### config.mk
export PLATFORM = sky130hd
export DESIGN_NAME = wb_pipe_stage
export DESIGN_NICKNAME = d
export VERILOG_FILES = /design/src/rtl/wb_pipe_stage_pkg.sv /design/src/rtl/wb_pipe_stage_pipe_entry_reg.sv /design/src/rtl/wb_pipe_stage.sv
export SDC_FILE = /design/constraint.sdc
export NUM_CORES = 1
export LEC_CHECK = 0
export BUFFER_PORTS_ARGS = -buffer_cell sky130_fd_sc_hd__buf_2
export CAP_MARGIN = 20
export CORE_MARGIN = 5
export CORE_UTILIZATION = 50
export DETAILED_ROUTE_END_ITERATION = 10
export GPL_TIMING_DRIVEN = 0
export PLACE_DENSITY = 0.77
export SKIP_LAST_GASP = 1
export SLEW_MARGIN = 5
export SYNTH_ARGS = -nofsm -noshare
export SYNTH_HDL_FRONTEND = slang
export SYNTH_SLANG_ARGS = --single-unit
### constraint.sdc
create_clock -name clk -period 5.9 [get_ports clk]
set_input_delay 1.18 -clock clk [delete_from_list [all_inputs] [get_ports clk]]
set_output_delay 1.18 -clock clk [all_outputs]
set_load 0.005 [all_outputs]
### src/rtl/wb_pipe_stage_pkg.sv
// ============================================================================
//  Module      : wb_pipe_stage_pkg
//  Description : Shared pipeline definitions for the MEM->WB stage: default
//                field widths and the packed writeback entry layout.
//  Revision    : 1.0 - initial release
// ============================================================================
`default_nettype none

package wb_pipe_stage_pkg;

  localparam int WB_PC_W   = 32;
  localparam int WB_DATA_W = 32;
  localparam int WB_DEST_W = 5;

  // One in-flight writeback entry at the default core widths.
  typedef struct packed {
    logic [WB_PC_W-1:0]   pc;
    logic [WB_DATA_W-1:0] result;
    logic                 wb_en;
    logic                 mem_read;
    logic [WB_DEST_W-1:0] dest;
  } wb_entry_t;

  localparam int WB_ENTRY_W = $bits(wb_entry_t);

endpackage

`default_nettype wire

### src/rtl/wb_pipe_stage_pipe_entry_reg.sv
// ============================================================================
//  Module      : pipe_entry_reg
//  Description : Single pipeline entry register with load enable and
//                asynchronous clear. Used for both the main and skid slots.
//  Revision    : 1.0 - initial release
// ============================================================================
`default_nettype none

module pipe_entry_reg
  import wb_pipe_stage_pkg::*;
#(
  parameter int W = WB_ENTRY_W
) (
  input  logic         clk,
  input  logic         rst,
  input  logic         load,
  input  logic [W-1:0] d,
  output logic [W-1:0] q
);

  // Capture the entry when loaded; clear immediately on reset.
  always_ff @(posedge clk or posedge rst) begin
    if (rst) begin
      q <= '0;
    end else if (load) begin
      q <= d;
    end
  end

endmodule

`default_nettype wire

### src/rtl/wb_pipe_stage.sv
// ============================================================================
//  Module      : wb_pipe_stage
//  Description : MEM->WB pipeline stage with valid/ready handshake, optional
//                one-entry skid buffer, flush, control-bit qualification and
//                a saturating stall counter.
//  Revision    : 1.0 - initial release
// ============================================================================
`default_nettype none

module wb_pipe_stage
  import wb_pipe_stage_pkg::*;
#(
  parameter int DATA_W = WB_DATA_W,
  parameter int PC_W   = WB_PC_W,
  parameter int DEST_W = WB_DEST_W,
  parameter int SKID   = 1,
  parameter int CNT_W  = 16
) (
  input  logic              clk,
  input  logic              rst,
  input  logic              flush,
  input  logic              in_valid,
  output logic              in_ready,
  input  logic [PC_W-1:0]   in_pc,
  input  logic [DATA_W-1:0] in_result,
  input  logic              in_wb_en,
  input  logic              in_mem_read,
  input  logic [DEST_W-1:0] in_dest,
  output logic              out_valid,
  input  logic              out_ready,
  output logic [PC_W-1:0]   out_pc,
  output logic [DATA_W-1:0] out_result,
  output logic              out_wb_en,
  output logic              out_mem_read,
  output logic [DEST_W-1:0] out_dest,
  input  logic              clr_cnt,
  output logic [CNT_W-1:0]  stall_cnt
);

  // Same field order as wb_entry_t, sized by this instance's parameters.
  typedef struct packed {
    logic [PC_W-1:0]   pc;
    logic [DATA_W-1:0] result;
    logic              wb_en;
    logic              mem_read;
    logic [DEST_W-1:0] dest;
  } entry_t;

  localparam int             ENTRY_W = $bits(entry_t);
  localparam logic [CNT_W-1:0] CNT_MAX = '1;

  entry_t in_entry;
  entry_t main_d;
  entry_t main_q;
  entry_t skid_q;
  logic   main_valid;
  logic   skid_valid;
  logic   main_valid_nxt;
  logic   skid_valid_nxt;
  logic   main_load;
  logic   skid_load;
  logic   accept;
  logic   drain;

  assign in_entry = '{pc: in_pc, result: in_result, wb_en: in_wb_en,
                      mem_read: in_mem_read, dest: in_dest};

  assign accept = in_valid & in_ready;
  assign drain  = main_valid & out_ready;

  pipe_entry_reg #(.W(ENTRY_W)) u_main (
    .clk  (clk),
    .rst  (rst),
    .load (main_load),
    .d    (main_d),
    .q    (main_q)
  );

  generate
    if (SKID != 0) begin : g_skid
      pipe_entry_reg #(.W(ENTRY_W)) u_skid (
        .clk  (clk),
        .rst  (rst),
        .load (skid_load),
        .d    (in_entry),
        .q    (skid_q)
      );
      // Ready depends only on registered state: no out_ready->in_ready path.
      assign in_ready = !skid_valid;
    end else begin : g_no_skid
      assign skid_q   = '0;
      // Single slot: a same-cycle drain frees the slot for the new entry.
      assign in_ready = !main_valid | out_ready;
    end
  endgenerate

  // Occupancy transitions and slot load enables; flush overrides everything.
  always_comb begin
    main_valid_nxt = main_valid;
    skid_valid_nxt = skid_valid;
    main_load      = 1'b0;
    skid_load      = 1'b0;
    main_d         = in_entry;

    if (SKID != 0) begin
      if (!main_valid) begin
        if (accept) begin
          main_load      = 1'b1;
          main_valid_nxt = 1'b1;
        end
      end else if (skid_valid) begin
        // Full: skid cannot accept, so only a drain moves things along.
        if (drain) begin
          main_load      = 1'b1;
          main_d         = skid_q;
          skid_valid_nxt = 1'b0;
        end
      end else begin
        if (accept && drain) begin
          main_load = 1'b1;
        end else if (accept) begin
          skid_load      = 1'b1;
          skid_valid_nxt = 1'b1;
        end else if (drain) begin
          main_valid_nxt = 1'b0;
        end
      end
    end else begin
      if (accept) begin
        main_load      = 1'b1;
        main_valid_nxt = 1'b1;
      end else if (drain) begin
        main_valid_nxt = 1'b0;
      end
    end

    if (flush) begin
      main_valid_nxt = 1'b0;
      skid_valid_nxt = 1'b0;
      main_load      = 1'b0;
      skid_load      = 1'b0;
    end
  end

  // Slot valid flags; reset drops all entries without waiting for a clock.
  always_ff @(posedge clk or posedge rst) begin
    if (rst) begin
      main_valid <= 1'b0;
      skid_valid <= 1'b0;
    end else begin
      main_valid <= main_valid_nxt;
      skid_valid <= skid_valid_nxt;
    end
  end

  // Saturating count of cycles where a valid output was back-pressured.
  always_ff @(posedge clk or posedge rst) begin
    if (rst) begin
      stall_cnt <= '0;
    end else if (clr_cnt) begin
      stall_cnt <= '0;
    end else if (main_valid && !out_ready && (stall_cnt != CNT_MAX)) begin
      stall_cnt <= stall_cnt + 1'b1;
    end
  end

  assign out_valid    = main_valid;
  assign out_pc       = main_q.pc;
  assign out_result   = main_q.result;
  assign out_dest     = main_q.dest;
  assign out_wb_en    = main_q.wb_en & main_valid;
  assign out_mem_read = main_q.mem_read & main_valid;

endmodule

`default_nettype wire

==> key figures <==
Timing
  – Worst hold margin: roughly 480 ps
  – Fin crit period: ~2600 ps
  – Final period util: 0.441
  – Pins Over Slew Limit: 0
  – Worst-margin pin slew: 765 ps
  – Slew headroom: 0.490
  – Final setup vio count: 0
  – Setup WS post-layout: 3300 ps
  – Clk_skew: between 6 and 7 ps
  – F_max: 0.384 GHz
  – Final Hold Vio Count: 0
  – RSZ-0062 raised after global routing: no

Placed design
  – Placer Congestion: 0.765
  – HPWL Detailed: 11200 um
  – Dpl ws: ~2800 ps
  – IO Port Bufs: 164

Final layout
  – Growth of design area from synthesis to finish: 23.1%
  – Fill cells: around 1200
  – Area of the multi-input gates: 2710 sq um
  – Register area: 4000 sq um
  – Share of layout cells above drive strength 1: 0.439
  – Antenna diode count: 0
  – NumNets Final: approximately 900

Power and ir drop
  – Worst ir drop on vdd: 0.000186 V
  – Total power: about 3200 uW
  – PwrDens: roughly 350 nW/um^2
  – Leak: 0.00470 uW

Hold path
  – Hold Path Cell Cnt: 1
  – Hold crit path type: flop to flop

GRT
  – Total track usage: 0.189
  – First-pass GRT wire length: 27000 um
  – Antenna violations before repair: 2
  – Largest net degree at the start of global routing: 86
  – Global route overflow: 0
  – Vias in the first global route: approximately 5300

Drt
  – DR pass1 iterations: 4
  – Final Routed Wirelength: 16000 um
  – Routed Antenna Nets: 0
  – Average wire per cell in the routed design: about 16 um
  – Vias per Instance: 5.15
  – Drt drc: 0
  – Total number of vias: 5256
  – Initial drt markers: between 200 and 250

Synthesis
  – Seq/Total Area, Yosys: 0.540
  – Area share of the largest cell type after synthesis: 0.540
  – EDFF count, synth: 0
  – Syn Std Cell Area: 7420 sq um
  – Asr flop ratio synth: 1.00
  – Most common cell in the netlist: dfrtp_1
  – Top cell type by total area after synthesis: dfrtp_1
  – Synthesized instance count: approximately 640
  – YS warnings: 0
  – Distinct cells, synth: 40
  – Ys flop type: dfrtp_1
  – Syn Area/Cell: 11.6 sq um
  – Synth area leaders: dfrtp_1 (54%), mux2_2 (10%), mux2i_1 (9.6%)
  – Post-synth net total: 717
  – #FFs+latches synth: 160
  – Most instantiated cells after synthesis: dfrtp_1 (160), a21oi_1 (83), nor2_1 (75)

Floorplan
  – Die Area: 17400 sq um
  – Die Span Y: 132 um
  – Die width: 132 um
  – I/O pin count: 166
  – Initial Util: 0.510
  – Core ar.: 14500 sq um
  – Rows: 44

Critical path
  – Slowest stage cell on the critical path: nor3_2
  – Largest stage delay, worst path: 610 ps
  – Worst path cell trace: buf_2 > nand2b_2 > nor3_2 > buf_2 > mux2_2
  – Register-to-Register Path Depth: 6
  – Worst setup path category: input port to flop
  – Worst setup SP type: input port
  – CP most frequent cell: buf_2
  – Buf/Inv on CP: 2
  – Worst path arrival time: between 2000 and 3000 ps
  – Crit path max-delay family: simple AND/OR/NAND/NOR gates
  – Critical path data required time: just over 6000 ps
  – Crit path capture type: flop
  – CP Max Fanout: 10
  – Critical Path Stages: 5

Clocking
  – CTS buffer count: 17
  – H-tree levels: 4
  – Setup Buffers After CTS: 0
  – Cts hold-fix bufs: 0
  – Cts repair resizes: 0
  – CTS Sinks: 160
  – Clock Root Buffer: clkbuf_16
  – TritonCTS clock tree: built
  – Clk pin slew, worst setup/hold paths: 60 ps
  – Worst-Skew Late Latency: 410 ps
  – Max Root-Sink Buffers: 2

Outcome
  – Outcome: finished, final reports clean

Run
  – MaxCap Viol Count: 0
## sequential cells by signal (all words and copies together) (netlist names)
signal           count
out_valid            1
skid_valid           1
stall_cnt           16
u_main.q            71
g_skid.u_skid.q     71
## cells in the final DEF, fill, tap and decap left out, types with 2 or more instances in the layout
master / netlist / layout
nor4_1: 2 / 2
clkinvlp_4: 0 / 4
nand2_1: 5 / 5
mux2_1: 7 / 7
buf_4: 71 / 71
o31ai_1: 3 / 3
bufinv_16: 0 / 4
clkbuf_1: 5 / 6
and2_1: 3 / 3
nor4_2: 2 / 2
a31oi_1: 2 / 2
buf_1: 2 / 2
mux2_2: 66 / 66
dfrtp_1: 160 / 160
a211oi_1: 2 / 2
buf_2: 25 / 189
clkinv_2: 0 / 2
nand4_1: 6 / 6
mux2i_1: 71 / 71
and3_1: 2 / 2
nor2b_1: 3 / 3
clkbuf_16: 0 / 17
a21oi_1: 83 / 83
or4_1: 4 / 4
clkinv_4: 0 / 2
nor2_1: 75 / 75
and4_1: 2 / 2
nand3_1: 6 / 6
inv_1: 3 / 2
o21ai_0: 8 / 8
or3_1: 7 / 7
## per-layer routing
metal / part of all wire / vias to the layer above / GRT usage / wire length, um
met5: 0.0025 / - / 0 / 40
met4: 0.011 / 4 / 0.0457 / 169
met3: 0.062 / 23 / 0.0641 / 997
met2: 0.46 / 147 / 0.292 / 7350
met1: 0.47 / 2543 / 0.258 / 7480
li1: - / 2539 / - / -
## area by class of cell
cell class	instances	area share
plain buffers	104	0.0762
repair buffers	165	0.0929
clock buffers	19	0.0485
clock inverters	13	0.0204
flip-flops and latches	160	0.438
well taps	184	0.0252
inverters	3	0.00206
multi-input cells	372	0.296
## where the power goes
part	switching (uW)	internal, uW
registers	116	1330
logic	229	351
clock network	443	721
## path summary, 6_finish.rpt
kind	start	endpoint	slack, ps
hold / removal	g_skid.u_skid.q[23]	g_skid.u_skid.q[23]	480
max in group asynchronous	rst	u_main.q[34]	4300
min in group asynchronous	rst	g_skid.u_skid.q[67]	820
setup / recovery	out_ready	g_skid.u_skid.q[35]	3300
hold reg to reg	g_skid.u_skid.q[23]	g_skid.u_skid.q[23]	480
setup reg to reg	out_valid	u_main.q[61]	3640
## logic make-up after synthesis
group           synth area share
compound gates            0.0744
flops                      0.540
simple gates              0.0808
xor+xnor                 0.00118
mux                        0.207
fa+ha+maj                0.00169
buf+inv                   0.0953
## through the flow
stage | instance area [sq um] | TNS, ps | util | cells
final | 9130 | 0 | 0.628 | 1020
after global routing | 9130 | 0 | 0.628 | 1020
after CTS | 9130 | 0 | 0.628 | 1020
after detailed placement | 8500 | 0 | 0.585 | 988
after global placement | 8470 | -253740 | 0.583 | 987
after floorplan | 7420 | 0 | - | 639
Note: power is estimated with default switching activity, not from simulation.
